**config.mk**
```make
export PLATFORM = sky130hd
export DESIGN_NAME = amf_stage_ctrl_flat
export DESIGN_NICKNAME = d
export VERILOG_FILES = /design/src/rtl/amf_stage_ctrl_if.sv /design/src/rtl/amf_stage_ctrl.sv /design/src/flat_wrapper.sv
export SDC_FILE = /design/constraint.sdc
export NUM_CORES = 1
export LEC_CHECK = 0
export BUFFER_PORTS_ARGS = -buffer_cell sky130_fd_sc_hd__buf_2
export CORE_MARGIN = 2
export CORE_UTILIZATION = 52
export CTS_BUF_LIST = sky130_fd_sc_hd__clkbuf_4
export CTS_CLUSTER_DIAMETER = 60
export DETAILED_ROUTE_END_ITERATION = 7
export HOLD_SLACK_MARGIN = 0.03
export PLACE_DENSITY = 0.76
export SLEW_MARGIN = 5
export SYNTH_ARGS = -nofsm -noshare
export SYNTH_HDL_FRONTEND = slang
export SYNTH_SLANG_ARGS = --single-unit
```
**constraint.sdc**
```tcl
create_clock -name clk -period 2 [get_ports clk]
set_input_delay 0.1 -clock clk [delete_from_list [all_inputs] [get_ports clk]]
set_output_delay 0.1 -clock clk [all_outputs]
set_load 0.1 [all_outputs]
```
**src/rtl/amf_stage_ctrl_if.sv**
```systemverilog
`default_nettype none
// +----------------------------------------------------------------------+
// | Module      : amf_stage_ctrl_if                                      |
// | Description : Pixel-in, sorter-statistics and result-out bundle for  |
// |               the adaptive median filter stage controller.           |
// | Revision    : 1.0  initial release                                   |
// +----------------------------------------------------------------------+
interface amf_stage_ctrl_if #(
  parameter int W  = 8,
  parameter int IW = 2,
  parameter int CW = 16
) ();
  // Centre pixel input handshake
  logic          in_valid;
  logic          in_ready;
  logic [W-1:0]  zxy;
  // Window statistics request/acknowledge
  logic          st_req;
  logic          st_ack;
  logic [IW-1:0] win_idx;
  logic [W-1:0]  zmin;
  logic [W-1:0]  zmed;
  logic [W-1:0]  zmax;
  // Result output handshake
  logic          out_valid;
  logic          out_ready;
  logic [W-1:0]  out_pix;
  logic          out_sel;
  logic [CW-1:0] fb_cnt;

  // Controller side
  modport master (
    input  in_valid, zxy, st_ack, zmin, zmed, zmax, out_ready,
    output in_ready, st_req, win_idx, out_valid, out_pix, out_sel, fb_cnt
  );

  // Environment side (pixel source, sorter, result sink)
  modport slave (
    output in_valid, zxy, st_ack, zmin, zmed, zmax, out_ready,
    input  in_ready, st_req, win_idx, out_valid, out_pix, out_sel, fb_cnt
  );
endinterface
`default_nettype wire

```
**src/rtl/amf_stage_ctrl.sv**
```systemverilog
`default_nettype none
// +----------------------------------------------------------------------+
// | Module      : amf_stage_ctrl                                         |
// | Description : Per-pixel sequencing controller for the adaptive       |
// |               median filter. Steps window sizes, runs Level A/B      |
// |               tests and produces the filtered pixel.                 |
// | Revision    : 1.0  initial release                                   |
// +----------------------------------------------------------------------+
module amf_stage_ctrl #(
  parameter int W    = 8,
  parameter int NWIN = 3,
  parameter int IW   = 2,
  parameter int CW   = 16
) (
  input  wire logic           clk,
  input  wire logic           rst,
  amf_stage_ctrl_if.master    bus
);

  typedef enum logic [2:0] {
    S_IDLE   = 3'd0,
    S_REQ    = 3'd1,
    S_EVAL_A = 3'd2,
    S_EVAL_B = 3'd3,
    S_OUT    = 3'd4
  } state_t;

  localparam logic [IW-1:0] c_last_idx = IW'(NWIN - 1);
  localparam logic [CW-1:0] c_fb_max   = '1;

  state_t        r_state;
  state_t        w_state_nxt;
  logic [W-1:0]  r_zxy;
  logic [W-1:0]  r_zmin;
  logic [W-1:0]  r_zmed;
  logic [W-1:0]  r_zmax;
  logic [IW-1:0] r_win_idx;
  logic [W-1:0]  r_out_pix;
  logic          r_out_sel;
  logic [CW-1:0] r_fb_cnt;

  logic          w_lvl_a;
  logic          w_lvl_b;
  logic          w_last;

  // Tests use latched statistics only, so no input reaches an output combinationally.
  // Equality is a failure in both tests.
  assign w_lvl_a = (r_zmin < r_zmed) && (r_zmed < r_zmax);
  assign w_lvl_b = (r_zmin < r_zxy)  && (r_zxy  < r_zmax);
  assign w_last  = (r_win_idx == c_last_idx);

  // Handshake outputs are pure state decodes; st_req falls with the async reset.
  assign bus.in_ready  = (r_state == S_IDLE);
  assign bus.st_req    = (r_state == S_REQ);
  assign bus.out_valid = (r_state == S_OUT);
  assign bus.win_idx   = r_win_idx;
  assign bus.out_pix   = r_out_pix;
  assign bus.out_sel   = r_out_sel;
  assign bus.fb_cnt    = r_fb_cnt;

  // State register.
  always_ff @(posedge clk or posedge rst) begin
    if (rst) r_state <= S_IDLE;
    else     r_state <= w_state_nxt;
  end

  // Next-state decode.
  always_comb begin
    w_state_nxt = r_state;
    case (r_state)
      S_IDLE:   if (bus.in_valid) w_state_nxt = S_REQ;
      S_REQ:    if (bus.st_ack)   w_state_nxt = S_EVAL_A;
      S_EVAL_A: begin
        if (w_lvl_a)     w_state_nxt = S_EVAL_B;
        else if (w_last) w_state_nxt = S_OUT;
        else             w_state_nxt = S_REQ;
      end
      S_EVAL_B: w_state_nxt = S_OUT;
      S_OUT:    if (bus.out_ready) w_state_nxt = S_IDLE;
      default:  w_state_nxt = S_IDLE;
    endcase
  end

  // Datapath: latch pixel and statistics, step the window, form the result.
  always_ff @(posedge clk or posedge rst) begin
    if (rst) begin
      r_zxy     <= '0;
      r_zmin    <= '0;
      r_zmed    <= '0;
      r_zmax    <= '0;
      r_win_idx <= '0;
      r_out_pix <= '0;
      r_out_sel <= 1'b0;
      r_fb_cnt  <= '0;
    end else begin
      case (r_state)
        S_IDLE: begin
          if (bus.in_valid) begin
            r_zxy     <= bus.zxy;
            r_win_idx <= '0;
          end
        end
        S_REQ: begin
          if (bus.st_ack) begin
            r_zmin <= bus.zmin;
            r_zmed <= bus.zmed;
            r_zmax <= bus.zmax;
          end
        end
        S_EVAL_A: begin
          if (!w_lvl_a) begin
            if (w_last) begin
              // Largest window still has an impulse median: substitute it anyway.
              r_out_pix <= r_zmed;
              r_out_sel <= 1'b0;
              if (r_fb_cnt != c_fb_max) r_fb_cnt <= r_fb_cnt + CW'(1);
            end else begin
              r_win_idx <= r_win_idx + IW'(1);
            end
          end
        end
        S_EVAL_B: begin
          if (w_lvl_b) begin
            r_out_pix <= r_zxy;
            r_out_sel <= 1'b1;
          end else begin
            r_out_pix <= r_zmed;
            r_out_sel <= 1'b0;
          end
        end
        default: ;
      endcase
    end
  end

endmodule
`default_nettype wire

```
**src/flat_wrapper.sv**
```systemverilog
// flat-port wrapper written by rule: the top's interface ports become plain ports
module amf_stage_ctrl_flat 
#(
  parameter int W    = 8,
  parameter int NWIN = 3,
  parameter int IW   = 2,
  parameter int CW   = 16
)
  (clk, rst, bus_in_valid, bus_zxy, bus_st_ack, bus_zmin, bus_zmed, bus_zmax, bus_out_ready, bus_in_ready, bus_st_req, bus_win_idx, bus_out_valid, bus_out_pix, bus_out_sel, bus_fb_cnt);
  amf_stage_ctrl_if #(.W(W), .IW(IW), .CW(CW)) bus_i ();
  input  wire logic clk;
  input  wire logic rst;
  input wire logic [$bits(bus_i.in_valid)-1:0] bus_in_valid;
  input wire logic [$bits(bus_i.zxy)-1:0] bus_zxy;
  input wire logic [$bits(bus_i.st_ack)-1:0] bus_st_ack;
  input wire logic [$bits(bus_i.zmin)-1:0] bus_zmin;
  input wire logic [$bits(bus_i.zmed)-1:0] bus_zmed;
  input wire logic [$bits(bus_i.zmax)-1:0] bus_zmax;
  input wire logic [$bits(bus_i.out_ready)-1:0] bus_out_ready;
  output wire logic [$bits(bus_i.in_ready)-1:0] bus_in_ready;
  output wire logic [$bits(bus_i.st_req)-1:0] bus_st_req;
  output wire logic [$bits(bus_i.win_idx)-1:0] bus_win_idx;
  output wire logic [$bits(bus_i.out_valid)-1:0] bus_out_valid;
  output wire logic [$bits(bus_i.out_pix)-1:0] bus_out_pix;
  output wire logic [$bits(bus_i.out_sel)-1:0] bus_out_sel;
  output wire logic [$bits(bus_i.fb_cnt)-1:0] bus_fb_cnt;
  assign bus_i.in_valid = bus_in_valid;
  assign bus_i.zxy = bus_zxy;
  assign bus_i.st_ack = bus_st_ack;
  assign bus_i.zmin = bus_zmin;
  assign bus_i.zmed = bus_zmed;
  assign bus_i.zmax = bus_zmax;
  assign bus_i.out_ready = bus_out_ready;
  assign bus_in_ready = bus_i.in_ready;
  assign bus_st_req = bus_i.st_req;
  assign bus_win_idx = bus_i.win_idx;
  assign bus_out_valid = bus_i.out_valid;
  assign bus_out_pix = bus_i.out_pix;
  assign bus_out_sel = bus_i.out_sel;
  assign bus_fb_cnt = bus_i.fb_cnt;
  amf_stage_ctrl #(.W(W), .NWIN(NWIN), .IW(IW), .CW(CW)) u_core (.clk(clk), .rst(rst), .bus(bus_i));
endmodule
```
==> impl_metrics.yaml <==
logic_synthesis:
  synth_area_leader_cell: "dfrtp_1"
  synth_top_area_share_pct: 46.4
  post_synth.cell_area_avg_um2: 10.3
  syn_inst: 326
  ys_seq_area_share_pct: 46.4
  synth.distinct_cells: 45
  synth_area_mm2: 0.00334
  synth_common_cells: "dfrtp_1, ha_1, inv_1, nand2_1, o21ai_0"
  synth-seq-cells: 62
  synth_ff_type: "dfrtp_1"
  async_flop_share_pct: 100
  yosysWarnings: 0
  yosysMostFrequentCell: "dfrtp_1"
  synth_edf_count: 0
  syn_nets: 393
  yosys-top-cells-area: "dfrtp_1, ha_1, mux2_2"
place:
  portBuffers: 66
  dp.cells: 489
  hpwl_mm: 5.57
  place_congestion: 0.812
  pre_cts_ws_ps: -149
pwr:
  power.density_mw_per_mm2: 1800
  power_leakage_nw: 2.32
  swShare_pct: 48.8
  seqPwrFrac_pct: 25.2
  p_sw_mw: 4.26
  clkPwrFrac_pct: 11.2
  total_power_mw: 8.72
  p_int_mw: 4.46
  combPwrFrac_pct: 63.6
  vdd_drop_max_mv: 1.12
cells_and_area:
  diodes: 0
  instances_no_fill: 547
  nNetsFinal: 532
  layout-drive-gt1-share_pct: 40.6
  area_growth_pct: 45.1
floorplanning:
  die_width_um: 84.2
  chipHeight_um: 84.2
  start_util_pct: 53.2
  die_area_mm2: 0.00708
  core-area_mm2: 0.00628
  fp-row-count: 29
  ioPinCount: 67
detailed_routing:
  drt_iter0_drc: 201
  via_per_inst: 5.53
  post_drt_wl_per_cell_um: 16.8
  dr.pass1.iters: 4
  routed_wl_mm: 9.20
  ant_nets: 0
  vias: 3027
  drc: 0
global_routing:
  globalRouteMet1Util_pct: 31.0
  first_global_vias: 3078
  use_met2_pct: 47.3
  antenna_found_initial: 0
  track_usage_pct: 26.1
  grt_max_degree: 63
  grt_pass1_wl_mm: 14.5
  top_usage_layer: "met2"
  overflow: 0
  grtUsageMet3_pct: 4.23
worst_setup_path:
  critPathKind: "reg -> reg"
  crit_path_cell_trace: "inv_1 > ha_1 > o21ai_2 > o21bai_1 > a21oi_1 > nor2_1 > or3_4 > buf_6 > mux2i_1 > a21oi_1"
  crit_top_cell: "a21oi_1"
  worstRegToRegCells: 10
  r2r_slack_ps: -130
  start_kind: "flip-flop"
  worstSetupEndpointType: "flip-flop"
  crit_path_max_fanout: 5
  r2r-end: "u_core.bus.out_pix[3]"
  r2r_start: "u_core.r_zmax[2]"
  worst-endpoint-required_ps: 2290
  slowest_delay_ps: 400
  path_delay_family: "simple AND/OR/NAND/NOR gates"
  critical_path.slowest_cell: "or3_4"
  cp.buffers_inverters: 2
  worstPathArrival_ps: 2420
sta:
  fmax_mhz: 470
  rsz0062_at_grt: "true"
  hold_violations: 0
  finalCritPeriodShare_pct: 106
  clock_skew_ps: 7.55
  fin_crit_ps: 2130
  final.setup.worst_slack_ps: -129
  tightest_slew_ps: 655
  drv_slew: 0
  relSlewSlack_pct: 55.9
  setup_violations: 13
clock_network:
  clk_latency_ps: 420
  clock_path_buffers: 2
  cts.sinks: 62
  htreeDepth: 3
  cts_made_buffers: 9
  clk_pin_slew_ps: 100
  cts_tree: "built"
  root_buffer: "clkbuf_4"
run_status:
  violations: "setup timing"
  status: "complete, but fails checks"
run:
  maxCapViolCount: 0
hold_path:
  hold_class: "in -> async"
## repair_timing
item,in CTS,in global routing
endpoints found under the setup margin,21,28
endpoints found under the hold margin,96,0
gates cloned,2,0
buffers inserted,4,1
gates resized for setup,31,25
pin swaps,18,15
hold buffers,35,0
## placed cells by master, fill, tap and decap left out, types with 15 or more instances in the layout
| cell type | Yosys | final |
|---|---|---|
| buf_2 | 3 | 65 |
| buf_4 | 0 | 25 |
| dfrtp_1 | 62 | 47 |
| dfrtp_2 | 0 | 15 |
| dlygate4sd3_1 | 0 | 35 |
| ha_1 | 30 | 19 |
| inv_1 | 30 | 19 |
| nand2_1 | 28 | 27 |
| nor2_1 | 18 | 18 |
| o21ai_0 | 26 | 22 |
## worst max path at each step
| stage | start | endpoint | slack (ps) | depth (start not counted) |
|---|---|---|---|---|
| final | u_core.r_zmax[2] | u_core.bus.out_pix[3] | -130 | 10 |
| after global routing | u_core.r_zxy[1] | u_core.bus.out_pix[3] | -230 | 10 |
| after CTS | u_core.r_zmed[5] | u_core.bus.fb_cnt[12] | -20 | 7 |
| after detailed placement | u_core.r_zxy[7] | u_core.bus.out_pix[0] | -150 | 9 |
| after global placement | u_core.r_zmed[5] | u_core.bus.out_pix[3] | -90 | 8 |
| after floorplan | u_core.r_state[2] | u_core.r_zxy[0] | -120 | 4 |
## through the flow
step           hold WS, ps  utilization, %  setup TNS, ps  cell area, um^2
3_5_place_dp           192            64.1          -1500             4020
6_report               280            77.2           -863             4850
4_1_cts                295            75.3          -45.4             4730
3_3_place_gp           192            64.1           -914             4020
2_1_floorplan          217               -           -801             3410
5_1_grt                316            77.2          -2220             4850
## registers in the layout (all words and copies together) (netlist names)
register,cells
u_core.bus.out_pix,8
u_core.bus.win_idx,2
u_core.r_state,3
u_core.r_zxy,8
u_core.r_zmin,8
u_core.r_zmax,8
u_core.bus.fb_cnt,16
u_core.r_zmed,8
u_core.bus.out_sel,1
## layout make-up
cell class,instances,area [um^2]
multi-input combinational,226,1920
clock inverter,6,76.3
clock buffer,10,75.1
timing repair buffer,136,1000
inverter,30,113
tap,77,96.3
fill,393,1430
sequential,62,1570
## layer usage
metal  vias up  part of all wire, %
met2       102                   52
li1       1426                    -
met4         0                  2.0
met5         -                    0
met1      1480                   41
met3        19                  5.2
## kinds of logic after synthesis
kind of cell / Yosys count / synth area share (%)
buffers and inverters: 39 / 5.17
multiplexers: 22 / 7.08
adder cells (fa/ha/maj): 30 / 11.2
flip-flops: 62 / 46.4
AND/OR/NAND/NOR: 101 / 15.7
AO/OA/AOI/OAI: 58 / 10.7
XOR/XNOR: 14 / 3.67
## power by group through the flow
| stage | clock network, mW | logic [mW] | registers (mW) |
|---|---|---|---|
| floorplan | 0 | 2.36 | 2.92 |
| global placement | 0 | 4.27 | 2.11 |
| detailed placement | 0 | 4.41 | 2.14 |
| CTS | 0.968 | 4.92 | 2.16 |
| global route | 1.03 | 5.94 | 2.24 |
| finish | 0.974 | 5.55 | 2.20 |
## worst min-delay path: cells and delay by family
kind | cells | cell delay (ps)
buffers and inverters | 4 | 1000
(Power assumes the default switching activity.)
